File: config.mk
export PLATFORM = sky130hd
export DESIGN_NAME = control_unit
export DESIGN_NICKNAME = d
export VERILOG_FILES = /design/src/rtl/control_unit.sv
export SDC_FILE = /design/constraint.sdc
export NUM_CORES = 1
export LEC_CHECK = 0
export ABC_AREA = 1
export BUFFER_PORTS_ARGS = -buffer_cell sky130_fd_sc_hd__buf_2
export CAP_MARGIN = 25
export CORE_ASPECT_RATIO = 2
export CORE_MARGIN = 3
export CORE_UTILIZATION = 35
export DETAILED_ROUTE_END_ITERATION = 8
export HOLD_SLACK_MARGIN = 0.05
export PLACE_DENSITY_LB_ADDON = 0.08
export SLEW_MARGIN = 40
export SYNTH_ARGS = -nofsm -noshare
export SYNTH_HDL_FRONTEND = slang
export SYNTH_SLANG_ARGS = --single-unit
File: constraint.sdc
create_clock -name Clock -period 2.2 [get_ports Clock]
set_input_delay 0.44 -clock Clock [delete_from_list [all_inputs] [get_ports Clock]]
set_output_delay 0.44 -clock Clock [all_outputs]
set_load 0.03 [all_outputs]
File: src/rtl/control_unit.sv
// Hardwired fetch/decode/execute sequencer for the mini CPU datapath.
// Moore outputs are decoded from the registered state and the current IR fields.
module control_unit (
  input  logic        Clock,
  input  logic        clear,
  input  logic        run,
  input  logic        mem_ready,
  input  logic [31:0] IR,
  output logic        PCout,
  output logic        Zhighout,
  output logic        Zlowout,
  output logic        MDRout,
  output logic        HIout,
  output logic        LOout,
  output logic        MARin,
  output logic        PCin,
  output logic        MDRin,
  output logic        IRin,
  output logic        Yin,
  output logic        Zin,
  output logic        HIin,
  output logic        LOin,
  output logic        IncPC,
  output logic        Read,
  output logic [15:0] Rout,
  output logic [15:0] Rin,
  output logic [4:0]  op,
  output logic        halted,
  output logic        illegal
);

  localparam logic [3:0] S_IDLE = 4'd0;
  localparam logic [3:0] S_T0   = 4'd1;
  localparam logic [3:0] S_T1   = 4'd2;
  localparam logic [3:0] S_T2   = 4'd3;
  localparam logic [3:0] S_T3   = 4'd4;
  localparam logic [3:0] S_T4   = 4'd5;
  localparam logic [3:0] S_T5   = 4'd6;
  localparam logic [3:0] S_T6   = 4'd7;
  localparam logic [3:0] S_HALT = 4'd8;

  logic [3:0]  state_r;
  logic [3:0]  state_nxt_s;
  logic [3:0]  end_state_s;
  logic        t1_wait_r;
  logic        illegal_r;
  logic [4:0]  opc_s;
  logic [15:0] ra_hot_s;
  logic [15:0] rb_hot_s;
  logic [15:0] rc_hot_s;
  logic        is_alu3_s;
  logic        is_muldiv_s;
  logic        is_unary_s;
  logic        is_nop_s;
  logic        is_halt_s;
  logic        is_legal_s;
  logic        unused_ir_s;

  function automatic logic [15:0] one_hot16(input logic [3:0] idx);
    return 16'd1 << idx;
  endfunction

  assign opc_s       = IR[31:27];
  assign ra_hot_s    = one_hot16(IR[26:23]);
  assign rb_hot_s    = one_hot16(IR[22:19]);
  assign rc_hot_s    = one_hot16(IR[18:15]);
  assign unused_ir_s = ^IR[14:0];
  assign end_state_s = run ? S_T0 : S_IDLE;

  // Opcode class decode
  always_comb begin
    is_alu3_s   = 1'b0;
    is_muldiv_s = 1'b0;
    is_unary_s  = 1'b0;
    is_nop_s    = 1'b0;
    is_halt_s   = 1'b0;
    case (opc_s)
      5'b00011, 5'b00100, 5'b00101, 5'b00110,
      5'b00111, 5'b01000, 5'b01001, 5'b01010: is_alu3_s   = 1'b1;
      5'b01111, 5'b10000:                     is_muldiv_s = 1'b1;
      5'b10001, 5'b10010:                     is_unary_s  = 1'b1;
      5'b11010:                               is_nop_s    = 1'b1;
      5'b11011:                               is_halt_s   = 1'b1;
      default:                                is_nop_s    = 1'b0;
    endcase
  end

  assign is_legal_s = is_alu3_s | is_muldiv_s | is_unary_s | is_nop_s | is_halt_s;

  // Next-state logic; run is consulted only in IDLE and on an instruction's last state
  always_comb begin
    state_nxt_s = S_IDLE;
    case (state_r)
      S_IDLE: state_nxt_s = end_state_s;
      S_T0:   state_nxt_s = S_T1;
      S_T1:   state_nxt_s = mem_ready ? S_T2 : S_T1;
      S_T2: begin
        if (is_halt_s) begin
          state_nxt_s = S_HALT;
        end else if (is_alu3_s || is_muldiv_s || is_unary_s) begin
          state_nxt_s = S_T3;
        end else begin
          state_nxt_s = end_state_s;
        end
      end
      S_T3:   state_nxt_s = S_T4;
      S_T4:   state_nxt_s = (is_alu3_s || is_muldiv_s) ? S_T5 : end_state_s;
      S_T5:   state_nxt_s = is_muldiv_s ? S_T6 : end_state_s;
      S_T6:   state_nxt_s = end_state_s;
      S_HALT: state_nxt_s = S_HALT;
      default: state_nxt_s = S_IDLE;
    endcase
  end

  // State register, first-T1 tracker and sticky illegal flag
  always_ff @(posedge Clock or negedge clear) begin
    if (!clear) begin
      state_r   <= S_IDLE;
      t1_wait_r <= 1'b0;
      illegal_r <= 1'b0;
    end else begin
      state_r   <= state_nxt_s;
      t1_wait_r <= (state_r == S_T1);
      illegal_r <= illegal_r | ((state_r == S_T2) && !is_legal_s);
    end
  end

  // Output decode from registered state and IR fields
  always_comb begin
    PCout    = 1'b0;
    Zhighout = 1'b0;
    Zlowout  = 1'b0;
    MDRout   = 1'b0;
    HIout    = 1'b0;
    LOout    = 1'b0;
    MARin    = 1'b0;
    PCin     = 1'b0;
    MDRin    = 1'b0;
    IRin     = 1'b0;
    Yin      = 1'b0;
    Zin      = 1'b0;
    HIin     = 1'b0;
    LOin     = 1'b0;
    IncPC    = 1'b0;
    Read     = 1'b0;
    Rout     = 16'h0000;
    Rin      = 16'h0000;
    op       = 5'b00000;
    halted   = 1'b0;
    illegal  = illegal_r;
    case (state_r)
      S_T0: begin
        PCout = 1'b1;
        MARin = 1'b1;
        IncPC = 1'b1;
        Zin   = 1'b1;
      end
      S_T1: begin
        Zlowout = 1'b1;
        Read    = 1'b1;
        MDRin   = 1'b1;
        PCin    = !t1_wait_r;
      end
      S_T2: begin
        MDRout = 1'b1;
        IRin   = 1'b1;
      end
      S_T3: begin
        if (is_alu3_s) begin
          Rout = rb_hot_s;
          Yin  = 1'b1;
        end else if (is_muldiv_s) begin
          Rout = ra_hot_s;
          Yin  = 1'b1;
        end else if (is_unary_s) begin
          Rout = rb_hot_s;
          Zin  = 1'b1;
          op   = opc_s;
        end else begin
          Rout = 16'h0000;
        end
      end
      S_T4: begin
        if (is_alu3_s || is_muldiv_s) begin
          Rout = is_alu3_s ? rc_hot_s : rb_hot_s;
          Zin  = 1'b1;
          op   = opc_s;
        end else if (is_unary_s) begin
          Zlowout = 1'b1;
          Rin     = ra_hot_s;
        end else begin
          Rout = 16'h0000;
        end
      end
      S_T5: begin
        Zlowout = 1'b1;
        if (is_muldiv_s) begin
          LOin = 1'b1;
        end else begin
          Rin = ra_hot_s;
        end
      end
      S_T6: begin
        Zhighout = 1'b1;
        HIin     = 1'b1;
      end
      S_HALT:  halted = 1'b1;
      default: halted = 1'b0;
    endcase
  end

endmodule
After elaboration in Yosys (flattened, before gate mapping)
Index checks and enable logic that the tools add are counted.
{"block": "word_totals", "regBits": 6, "input_bits": 36, "elab_cells": 88}
{"block": "classes", "n_eq_ne": 22, "shift": 3, "muxes": 44, "bitwise": 5, "n_reduce_logical": 11}
{"operator": "$mux W16", "count": 8}
{"operator": "$pmux W16 S2", "count": 2}
{"operator": "$shl A1 B4 Y16 const A", "count": 3}
{"operator": "$pmux W4 S8", "count": 1}
{"operator": "$eq A5 B5 Y1 const B", "count": 5}
{"operator": "$mux W1", "count": 22}
{"operator": "$eq A5 B3 Y1 const B", "count": 4}
{"operator": "$eq A5 B4 Y1 const B", "count": 4}
{"operator": "$mux W5", "count": 4}
{"operator": "$eq A4 B3 Y1 const B", "count": 4}
{"operator": "$pmux W5 S2", "count": 1}
{"operator": "$mux W3", "count": 3}
{"operator": "$eq A4 B2 Y1 const B", "count": 2}
{"operator": "$reduce_or A2 Y1", "count": 4}
{"operator": "$reduce_or A8 Y1", "count": 1}
{"operator": "$eq A5 B2 Y1 const B", "count": 1}
{"operator": "$or A1 B1 Y1", "count": 5}
{"operator": "$eq A4 B1 Y1 const B", "count": 1}
{"operator": "$eq A4 B4 Y1 const B", "count": 1}
{"operator": "$logic_not A4 Y1", "count": 1}
{"operator": "$mux W4", "count": 1}
{"operator": "$pmux W1 S3", "count": 1}
{"operator": "$logic_not A1 Y1", "count": 2}
{"operator": "$logic_or A1 B1 Y1", "count": 2}
{"operator": "other kinds (2)", "count": 2}

Longest topological paths before layout
Gate-level depths: netlist (run 1).
{"block": "depth", "word_depth": 10, "ltp_mapped": 10, "mapped_depth_nobuf": 9}

Least setup slack after synthesis (run 1)
OpenSTA, ideal clock, no wires.
{"block": "synth_timing", "kind": "flip-flop to output port", "start": "register state_r[3]", "end": "output port Zin", "t_arrival_ns": 1.794, "required_time_ns": 1.760, "setup_slack_ns": -0.034, "path_stages_with_launch": 6, "cell_sequence": "dfrtp_1 -> nor2_1 -> inv_1 -> nor3_1 -> inv_1 -> nand2_1"}
{"block": "synth_via", "elab_chain_cells": 2, "elab_cells_between_ends": 4}
{"item": "start: declaration", "line": "42", "rtl": "logic [3:0] state_r;"}
{"item": "start signal: assignment", "line": "122", "rtl": "state_r <= state_nxt_s;"}
{"item": "$eq A4 B3 Y1 or $eq A4 B1 Y1 (tied branches)", "line": "151", "rtl": "case (state_r)"}
{"item": "$pmux W1 S3 (*)", "line": "151"}
{"item": "end: declaration", "line": "20", "rtl": "output logic Zin,"}
Every way passes the cells marked *; elsewhere a longest branch is shown, timed or not.

Worst setup path in the final report (run 1)
{"block": "layout_timing", "start": "register state_r[0]", "end": "output port Rin[9]"}
{"block": "layout_via", "elab_chain_cells": 2, "elab_cells_between_ends": 3}
{"item": "$eq A4 B3 Y1", "line": "151"}
{"item": "$pmux W16 S2 (*)", "line": "151"}
{"item": "end: declaration", "line": "26", "rtl": "output logic [15:0] Rin,"}
Marks and branches as above.

==> run_results.csv, run 1 <==
group,metric,value,unit
status,status,"finished with violations",
status,violations,"setup timing",
cells_and_area,mostFrequentLayoutCell,"nand2_1",
sta,max_freq,452,MHz
logic_synthesis,yosysUniqueCellTypes,30,
logic_synthesis,synth.avg_cell_area,5.04,um^2
logic_synthesis,synthCells,320,
detailed_routing,dr.pass1.iters,5,
logic_synthesis,synth_compound_area_share,15.8,%
critical_path,critPathLaunchType,"flip-flop",
logic_synthesis,synthXorXnorAreaFrac,0,%
sta,finalCritPeriodShare,101,%
sta,min_period,2.21,ns
critical_path,required,1.76,ns
place,port-buffer-count,73,
sta,setup_viol,4,
global_routing,antenna_found_initial,0,
cts,clock-root-buffer,"clkbuf_8",
pwr,p_per_area,530,mW/mm^2
critical_path,crit_fanout,8,
logic_synthesis,synthMuxAreaShare,0,%
logic_synthesis,synthesis.area,0.00161,mm^2
place,hpwl,5200,um
floorplan,core-area,0.00438,mm^2
pwr,p_leak,1.31,nW
logic_synthesis,ys_ff_latch,6,
global_routing,grt_pass1_wl,9540,um
global_routing,grt_max_degree,17,
detailed_routing,drcViolationCount,0,
detailed_routing,drt_iter0_drc,69,
detailed_routing,via_count,2461,
cts,ctsLongestPathBuffers,2,
critical_path,reg2reg_depth,8,
detailed_routing,wire_per_inst,14.3,um
cells_and_area,post-route-util,59.1,%
cts,cts_tree,"done",
min_path,hold_depth,1,
floorplan,die_w,54.0,um
cells_and_area,syn_to_final_growth,60.6,%
cells_and_area,final_cell_mix,"nand2_1, buf_4, nor2_1",
detailed_routing,drt_wl_total,6650,um
floorplan,initial_core_util,36.8,%
floorplan,ios,91,
sta,skew,0.00211,ns
floorplan,die_area,0.00550,mm^2
cts,cts_buffers,3,
logic_synthesis,synth_seq_area_share,9.32,%
global_routing,gr-total-overflow,0,
cells_and_area,antenna_cells,0,
sta,rsz0062_at_grt,"yes",
cells_and_area,layout-drive-gt1-share,40.0,%
logic_synthesis,synth_top_family_by_area,"simple AND/OR/NAND/NOR gates",
global_routing,track_usage,22.7,%
cells_and_area,fin_nets,450,
cts,cts_max_level,1,
detailed_routing,drtAntennaViolNets,0,
logic_synthesis,ys_warn_count,0,
job,max_cap_viol_count,0,
detailed_routing,routed_via_density,5.28,
sta,hold_viol,0,
sta,slew_viol_final,0,
logic_synthesis,synth_fa_ha_area_share,0,%
critical_path,cp-end-kind,"primary output",
cts,clk_latency,0.22,ns
cts,clkSinkCount,6,
sta,hold_ws,0.482,ns
min_path,min_path_type,"flip-flop to flip-flop",
sta,fin_ws,-0.0144,ns
pwr,vdd_drop_max,610,uV
logic_synthesis,synthSimpleGateAreaFrac,54.4,%
place,place_congestion,0.870,
critical_path,crit_type,"flip-flop to primary output",
cts,clkTransAtPathRegs,0.03,ns
floorplan,dieHeight,102,um
floorplan,rows,34,
global_routing,grt_pass1_vias,2112,
critical_path,worstPathArrival,1.77,ns
==> flip-flops by register name, indices dropped and copies added (netlist names) <==
| name | cells |
|---|---|
| t1_wait_r | 1 |
| state_r | 4 |
| illegal | 1 |
==> Yosys cell counts <==
master    number  area share, %
nand3_1       39             12
nor2_2         5            1.9
nor2_1        59             14
nand4_1       15            5.8
nor3_1         4            1.2
nor4_1         2           0.78
nand2_2        1           0.39
or2_1          1           0.39
inv_2          6            1.4
o22ai_1       12            4.7
buf_2          3           0.93
o21ai_2        1           0.54
buf_4          8            3.7
inv_1         49             11
nand3_4        1            1.1
clkbuf_1       6            1.4
a21o_1         1           0.47
a21oi_4        1            1.0
buf_6          2            1.4
a21oi_1        8            2.5
o21ai_0       16            5.0
nor2_4         1           0.70
o21bai_1       1           0.47
o211ai_1       1           0.47
a31oi_1        1           0.39
nand2_1       67             16
nand3_2        1           0.62
conb_1         1           0.23
dfrtp_1        6            9.3
o21ai_1        1           0.31
==> power breakdown <==
part           switching (mW)  total [mW]  internal [mW]
combinational           0.676        1.00          0.326
sequential             0.0559       0.210          0.154
clock                  0.0423       0.159          0.117
==> layer usage <==
| metal | up-vias | GRT usage [%] | wire length, um |
|---|---|---|---|
| met2 | 91 | 46.8 | 4060 |
| met3 | 10 | 2.34 | 342 |
| met4 | 0 | 8.64 | 168 |
| li1 | 1217 | - | - |
| met5 | - | 0 | 0 |
| met1 | 1143 | 20.7 | 2080 |
==> critical path: stages (launching register included) <==
cell and delay (ns):
dfrtp_1 0.44, inv_2 0.12, nand3_2 0.11, nor2_4 0.16, inv_2 0.07, o21ai_4 0.23, clkinv_4 0.15, nor2_1 0.11
buf_4 0.16
==> metrics by stage <==
| step | instances | power (mW) | setup TNS, ns | instance area, um^2 | setup WS (ns) |
|---|---|---|---|---|---|
| CTS | 456 | 1.23 | 0 | 2210 | 0.00191 |
| detailed placement | 452 | 1.05 | -0.277 | 2120 | -0.0473 |
| finish | 466 | 1.37 | -0.0507 | 2590 | -0.0144 |
| global route | 466 | 1.47 | -0.871 | 2590 | -0.0887 |
| global placement | 452 | 1.04 | -0.106 | 2120 | -0.0282 |
| floorplan | 321 | 0.825 | 0 | 1620 | 0.0504 |
==> final timing paths <==
kind | from | to | slack [ns]
max in group asynchronous | clear | state_r[3]$_DFF_PN0_ | 1.47
min in group asynchronous | clear | t1_wait_r$_DFF_PN0_ | 0.58
setup / recovery | state_r[0]$_DFF_PN0_ | Rin[9] | -0.01
setup reg to reg | state_r[0]$_DFF_PN0_ | state_r[0]$_DFF_PN0_ | 0.78
hold reg to reg | illegal$_DFF_PN0_ | illegal$_DFF_PN0_ | 0.48
hold / removal | illegal$_DFF_PN0_ | illegal$_DFF_PN0_ | 0.48
==> cell type report <==
cell class | instances | area (um^2)
Tap cell | 54 | 67.6
Inverter | 55 | 216
Sequential cell | 6 | 153
Timing Repair inverter | 1 | 6.26
Multi-Input combinational cell | 241 | 1300
Clock buffer | 3 | 41.3
Timing Repair Buffer | 106 | 801
Fill cell | 484 | 1790
==> timing repair <==
item | CTS | global route
pin swaps | 1 | 19
cloned | 0 | 2
gates resized for setup | 16 | 125
endpoints found under the hold margin | 6 | 0
endpoints found under the setup margin | 30 | 38
hold buffers | 1 | 0
setup buffers | 0 | 8
==> cells by family (layout without fill, tap and decap cells) <==
kind of cell	count (synthesis)	after routing
compound gates	43	43
simple gates	196	196
buf+inv	74	165
flops	6	6
other cells	1	2
No activity file was read; power rests on OpenSTA's default activity.
==> run 2, diff against run 1 <==
--- a/config.mk
+++ b/config.mk
@@ -8,9 +8,11 @@
 export ABC_AREA = 1
 export BUFFER_PORTS_ARGS = -buffer_cell sky130_fd_sc_hd__buf_2
 export CAP_MARGIN = 25
+export CELL_PAD_IN_SITES_DETAIL_PLACEMENT = 0
+export CELL_PAD_IN_SITES_GLOBAL_PLACEMENT = 2
 export CORE_ASPECT_RATIO = 2
 export CORE_MARGIN = 3
-export CORE_UTILIZATION = 35
+export CORE_UTILIZATION = 21
 export DETAILED_ROUTE_END_ITERATION = 8
 export HOLD_SLACK_MARGIN = 0.05
 export PLACE_DENSITY_LB_ADDON = 0.08
==> constraint.sdc (replaced) <==
create_clock -name Clock -period 2.83 [get_ports Clock]
set_input_delay 0.566 -clock Clock [delete_from_list [all_inputs] [get_ports Clock]]
set_output_delay 0.566 -clock Clock [all_outputs]
set_load 0.03 [all_outputs]
==> run 2 against run 1 <==
The flow now finishes without violations. Final area fell by 17%. Power fell by 25%. Sequential share of layout area rose by 1.1 points. Critical path depth rose by 2. Sequential cell count did not move. Utilization fell by 30 points. Clock-buffer cell count did not move. Clock skew fell by 0.0010 ns. Worst setup slack improved by 0.28 ns. Wire length rose by 9.8%. Global-route usage fell by 6.2 points. Largest cell class unchanged. Largest power group unchanged.
==> run_results.csv, run 2 (same netlist as run 1, synthesis figures left out) <==
group,metric,value,unit
cells_and_area,top_register,"state_r",
pwr,p_leak,1.20,nW
job,max_cap_viol_count,0,
global_routing,gr-total-overflow,0,
pwr,p_per_area,477,mW/mm^2
cells_and_area,syn_to_final_growth,33.8,%
place,hpwl,6370,um
critical_path,r2r-start,"state_r[1]$_DFF_PN0_",
sta,fin_ws,0.266,ns
critical_path,cp_top_family,"simple AND/OR/NAND/NOR gates",
detailed_routing,routed_via_density,4.64,
detailed_routing,via_count,2238,
sta,rsz0062_at_grt,"no",
place,place_congestion,0.843,
sta,setup_viol,0,
detailed_routing,dr.pass1.iters,4,
cts,clkTransAtPathRegs,0.03,ns
critical_path,r2r_end,"state_r[0]$_DFF_PN0_",
critical_path,required,2.26,ns
critical_path,crit_type,"primary input to primary output",
critical_path,critPathLaunchType,"primary input",
pwr,vdd_drop_max,550,uV
floorplan,ios,91,
critical_path,endpoint,"Rout[1]",
critical_path,cp-end-kind,"primary output",
sta,slew_viol_final,0,
detailed_routing,drtAntennaViolNets,0,
sta,max_freq,390,MHz
global_routing,grt_pass1_wl,11100,um
floorplan,core-area,0.00738,mm^2
global_routing,grt_max_degree,17,
global_routing,track_usage,16.6,%
detailed_routing,drcViolationCount,0,
cts,hold_buffers,0,
place,preCtsSetupSlack,0.166,ns
cts,clock-root-buffer,"clkbuf_16",
floorplan,rows,44,
sta,fin_setup_tns,0,ns
cells_and_area,layout-drive-gt1-share,27.2,%
pwr,p_total,1.03,mW
critical_path,worstPathCellList,"buf_2, nor2_2, inv_1, nor2_1, nor2_4, a21oi_4, buf_4, nand3_1, nand2_1, buf_2",
critical_path,reg2reg_depth,7,
min_path,min_path_type,"primary input to asynchronous set/reset pin",
floorplan,initial_core_util,21.8,%
sta,finalCritPeriodShare,90.6,%
critical_path,reg2reg_setup_slack,1.39,ns
cts,ctsLongestPathBuffers,2,
cts,clk_latency,0.22,ns
sta,hold_ws,0.156,ns
critical_path,worstPathArrival,2.00,ns
critical_path,crit_path_start,"IR[27]",
critical_path,critPathBufInv,4,
sta,skew,0.00109,ns
floorplan,die_w,67.9,um
cells_and_area,antenna_cells,0,
sta,min_period,2.56,ns
detailed_routing,wire_per_inst,15.2,um
cts,cts_max_level,1,
global_routing,grt_pass1_vias,2234,
place,port-buffer-count,73,
cts,cts_buffers,3,
global_routing,antenna_found_initial,0,
cts,clkSinkCount,6,
cells_and_area,mostFrequentLayoutCell,"buf_2",
critical_path,slowest_stage,"a21oi_4",
status,status,"finished, final reports clean",
floorplan,die_area,0.00883,mm^2
sta,hold_viol,0,
cells_and_area,fin_nets,428,
cells_and_area,final_cell_mix,"buf_2, nand2_1, nor2_1",
critical_path,cp_common_cell,"buf_2",
detailed_routing,drt_wl_total,7310,um
cells_and_area,num-fill-cells,942,
critical_path,crit_fanout,7,
critical_path,cp_slowest_stage_delay,0.28,ns
detailed_routing,drt_iter0_drc,94,
cts,cts_tree,"done",
floorplan,dieHeight,130,um
critical_path,crit_cells,10,
cells_and_area,largest_reg_flops,4,
==> run 2: routing by layer <==
metal  routed length, um  track usage, %  vias to the layer above
met1                2330            14.8                     1000
met3                 357            1.55                        8
met5                   0               0                        -
met4                 159            4.57                        0
li1                    -               -                     1168
met2                4460            35.7                       62
==> run 2: worst register-to-register path, cell delays in order, from the launching register on <==
cell and delay, ns:
dfrtp_1 0.43, nor2_1 0.14, inv_1 0.07, nor2_1 0.34, inv_1 0.13, nand2_1 0.10
nor3_1 0.05, nand3_1 0.10
==> run 2: repair_timing <==
| action | 4_1_cts | 5_1_grt |
|---|---|---|
| setup endpoints to repair | 0 | 5 |
| gates resized for setup | 0 | 1 |
| setup buffers | 0 | 2 |
| hold endpoints to repair | 0 | 0 |
==> run 2: layout make-up <==
class	count	area [um^2]	share of cell area, %
clock buffers	3	75.1	3.48
inverters	55	206	9.58
multi-input cells	241	1140	52.9
flip-flops and latches	6	150	6.96
well taps	92	115	5.34
repair buffers	85	468	21.7
==> run 2: metrics by stage <==
stage                     util, %  cells  area [um^2]
after global routing         29.2    482         2160
after global placement       28.0    477         2060
after floorplan                 -    321         1620
after detailed placement     28.0    477         2060
final                        29.2    482         2160
after CTS                    29.0    480         2140
==> run 2: report_power, final <==
part	internal [mW]	switching, mW	leakage (nW)
logic	0.171	0.479	1.09
clock network	0.181	0.0432	0.0370
registers	0.118	0.0358	0.0748
==> run 2: worst min-delay path by stage <==
stage,to,cells after the start,startpoint
2_1_floorplan,illegal$_DFF_PN0_,0,clear
3_3_place_gp,state_r[1]$_DFF_PN0_,1,clear
3_5_place_dp,t1_wait_r$_DFF_PN0_,1,clear
4_1_cts,state_r[1]$_DFF_PN0_,1,clear
5_1_grt,state_r[1]$_DFF_PN0_,1,clear
6_report,state_r[1]$_DFF_PN0_,1,clear
==> run 3, diff against run 2 <==
--- a/config.mk
+++ b/config.mk
@@ -5,14 +5,13 @@
 export SDC_FILE = /design/constraint.sdc
 export NUM_CORES = 1
 export LEC_CHECK = 0
-export ABC_AREA = 1
 export BUFFER_PORTS_ARGS = -buffer_cell sky130_fd_sc_hd__buf_2
 export CAP_MARGIN = 25
 export CELL_PAD_IN_SITES_DETAIL_PLACEMENT = 0
 export CELL_PAD_IN_SITES_GLOBAL_PLACEMENT = 2
 export CORE_ASPECT_RATIO = 2
 export CORE_MARGIN = 3
-export CORE_UTILIZATION = 21
+export CORE_UTILIZATION = 24
 export DETAILED_ROUTE_END_ITERATION = 8
 export HOLD_SLACK_MARGIN = 0.05
 export PLACE_DENSITY_LB_ADDON = 0.08
==> run 3 against run 2 <==
Synthesized cell count down 22%. Die area down 9.2%. Final area up 12%. Critical path type is now flip-flop to primary output.
==> run_results.csv, run 3 <==
group,metric,value,unit
status,status,"finished, final reports clean",
cells_and_area,final_cell_mix,"buf_2, nor3_1, buf_4",
pwr,switchingPower,642,uW
sta,slew_viol_final,0,
floorplan,dieHeight,124,um
detailed_routing,drt_wl_total,7300,um
logic_synthesis,yosysUniqueCellTypes,57,
global_routing,grt_pass1_wl,11100,um
cts,clkSinkCount,6,
logic_synthesis,synth.avg_cell_area,6.61,um^2
cts,cts_buffers,3,
logic_synthesis,synth_edf_count,0,
floorplan,ios,91,
place,hpwl,6020,um
critical_path,cp_slowest_stage_delay,0.53,ns
logic_synthesis,async_flop_share,100,%
pwr,p_per_area,499,mW/mm^2
pwr,vdd_drop_max,171,uV
critical_path,worstPathArrival,2.18,ns
pwr,p_total,1.21,mW
sta,setup_viol,0,
detailed_routing,drcViolationCount,0,
cts,clk_latency,0.24,ns
cells_and_area,top_register,"state_r",
logic_synthesis,yosysMostFrequentCell,"nor3_1",
global_routing,grt_pass1_vias,2196,
detailed_routing,drtAntennaViolNets,0,
logic_synthesis,synthTopCellsByCount,"nor3_1, nor2_1, nand2_1, o21ai_1, nand2b_1",
cts,clock-root-buffer,"clkbuf_16",
critical_path,reg2reg_setup_slack,1.40,ns
sta,rsz0062_at_grt,"yes",
pwr,clockPowerShare,20.0,%
logic_synthesis,synthDominantCellAreaShare,11.8,%
detailed_routing,routed_via_density,5.19,
sta,hold_viol,0,
critical_path,crit_type,"flip-flop to primary output",
place,port-buffer-count,73,
sta,finalCritPeriodShare,97.2,%
cts,cts_tree,"done",
floorplan,die_w,64.8,um
global_routing,grt_max_degree,19,
detailed_routing,dr.pass1.iters,4,
logic_synthesis,synthFlopType,"dfrtp_1",
detailed_routing,drt_iter0_drc,100,
pwr,p_leak,1.02,nW
cells_and_area,antenna_cells,0,
floorplan,rows,42,
pwr,internal-power,566,uW
cells_and_area,mostFrequentLayoutCell,"buf_2",
cells_and_area,largest_reg_flops,4,
logic_synthesis,synth_seq_area_share,9.04,%
detailed_routing,wire_per_inst,17.4,um
cells_and_area,layout-drive-gt1-share,41.3,%
floorplan,die_area,0.00801,mm^2
global_routing,gr-total-overflow,0,
cts,hold_buffers,0,
logic_synthesis,ys_warn_count,0,
critical_path,critPathLaunchType,"flip-flop",
sta,max_freq,364,MHz
logic_synthesis,ys_ff_latch,6,
global_routing,track_usage,18.1,%
critical_path,slowest_stage,"or3_4",
sta,min_period,2.75,ns
place,place_congestion,0.801,
floorplan,initial_core_util,24.9,%
cells_and_area,fin_nets,370,
critical_path,cp-end-kind,"primary output",
logic_synthesis,synthCells,251,
floorplan,core-area,0.00667,mm^2
job,max_cap_viol_count,0,
cts,ctsLongestPathBuffers,2,
logic_synthesis,synthesis.area,0.00166,mm^2
critical_path,required,2.26,ns
sta,fin_setup_tns,0,ns
min_path,min_path_type,"primary input to asynchronous set/reset pin",
pwr,p_seq_share,12.8,%
logic_synthesis,synth.largest_area_cell,"nor3_1",
critical_path,worstPathCellList,"or3_4, or3_1, o211ai_1, buf_4",
sta,skew,0.00593,ns
pwr,p_comb_share,67.3,%
critical_path,crit_fanout,12,
cts,clkTransAtPathRegs,0.04,ns
logic_synthesis,synthTopCellsByArea,"nor3_1, dfrtp_1, nor2_1, nand2b_1, o21ai_1",
pwr,sw_frac_of_total,53.2,%
cells_and_area,syn_to_final_growth,45.7,%
global_routing,antenna_found_initial,0,
detailed_routing,via_count,2179,
cts,cts_max_level,1,
-- run 3: final cells by class --
class / instances / area [um^2]
Sequential cell: 6 / 150
Multi-Input combinational cell: 215 / 1420
Inverter: 6 / 22.5
Clock buffer: 3 / 75.1
Timing Repair Buffer: 102 / 642
Fill cell: 782 / 4250
Tap cell: 88 / 110
-- run 3: power groups by stage --
stage / clock, mW / sequential [mW] / combinational, mW
CTS: 0.246 / 0.154 / 0.805
global route: 0.248 / 0.156 / 0.872
floorplan: 0 / 0.146 / 0.593
global placement: 0 / 0.153 / 0.801
finish: 0.241 / 0.154 / 0.812
detailed placement: 0 / 0.154 / 0.800
-- run 3: logic make-up after synthesis --
kind of cell,share of synthesized area (%)
mux,1.51
other cells,0.226
buf+inv,10.6
flops,9.04
xor+xnor,0.528
compound gates,29.1
simple gates,49.1
-- run 3: critical path: cells and delay by family (launching register included) --
kind | cells | cell delay (ns)
compound gates | 1 | 0.26
buf+inv | 1 | 0.20
flops | 1 | 0.48
simple gates | 2 | 1.01
-- run 3: path summary, 6_finish.rpt --
path	end	depth (start not counted)	from
min in group Clock	illegal$_DFF_PN0_	1	illegal$_DFF_PN0_
worst max register to register	state_r[0]$_DFF_PN0_	5	state_r[0]$_DFF_PN0_
worst min register to register	illegal$_DFF_PN0_	1	illegal$_DFF_PN0_
max in group asynchronous	state_r[3]$_DFF_PN0_	1	clear
worst max-delay path	Rout[5]	4	state_r[0]$_DFF_PN0_
worst min-delay path	state_r[0]$_DFF_PN0_	1	clear
-- run 3: per-stage QoR --
step / hold WS [ns] / instance area, um^2 / cells / utilization, % / worst slack (ns)
5_1_grt: 0.176 / 2420 / 420 / 36.3 / -0.0297
3_3_place_gp: 0.416 / 2230 / 414 / 33.5 / -0.0547
2_1_floorplan: 0.270 / 1690 / 252 / - / -0.0153
3_5_place_dp: 0.417 / 2230 / 414 / 33.5 / -0.0551
4_1_cts: 0.171 / 2340 / 419 / 35.0 / 0.0118
6_report: 0.158 / 2420 / 420 / 36.3 / 0.0801
-- run 3: timing repair --
action,CTS,global route
pin swaps,1,3
gates cloned,0,1
endpoints found under the setup margin,10,26
setup buffers,2,0
resized for setup,1,29
hold endpoints to repair,0,0
-- run 3: metal layers --
| layer | routed length (um) | part of all wire [%] | track usage, % | vias up |
|---|---|---|---|---|
| met5 | 0 | 0 | 0 | - |
| met4 | 253 | 3.5 | 7.95 | 0 |
| met3 | 235 | 3.2 | 1.17 | 16 |
| met2 | 4450 | 61 | 38.6 | 58 |
| met1 | 2370 | 32 | 16.5 | 1009 |
| li1 | - | - | - | 1096 |
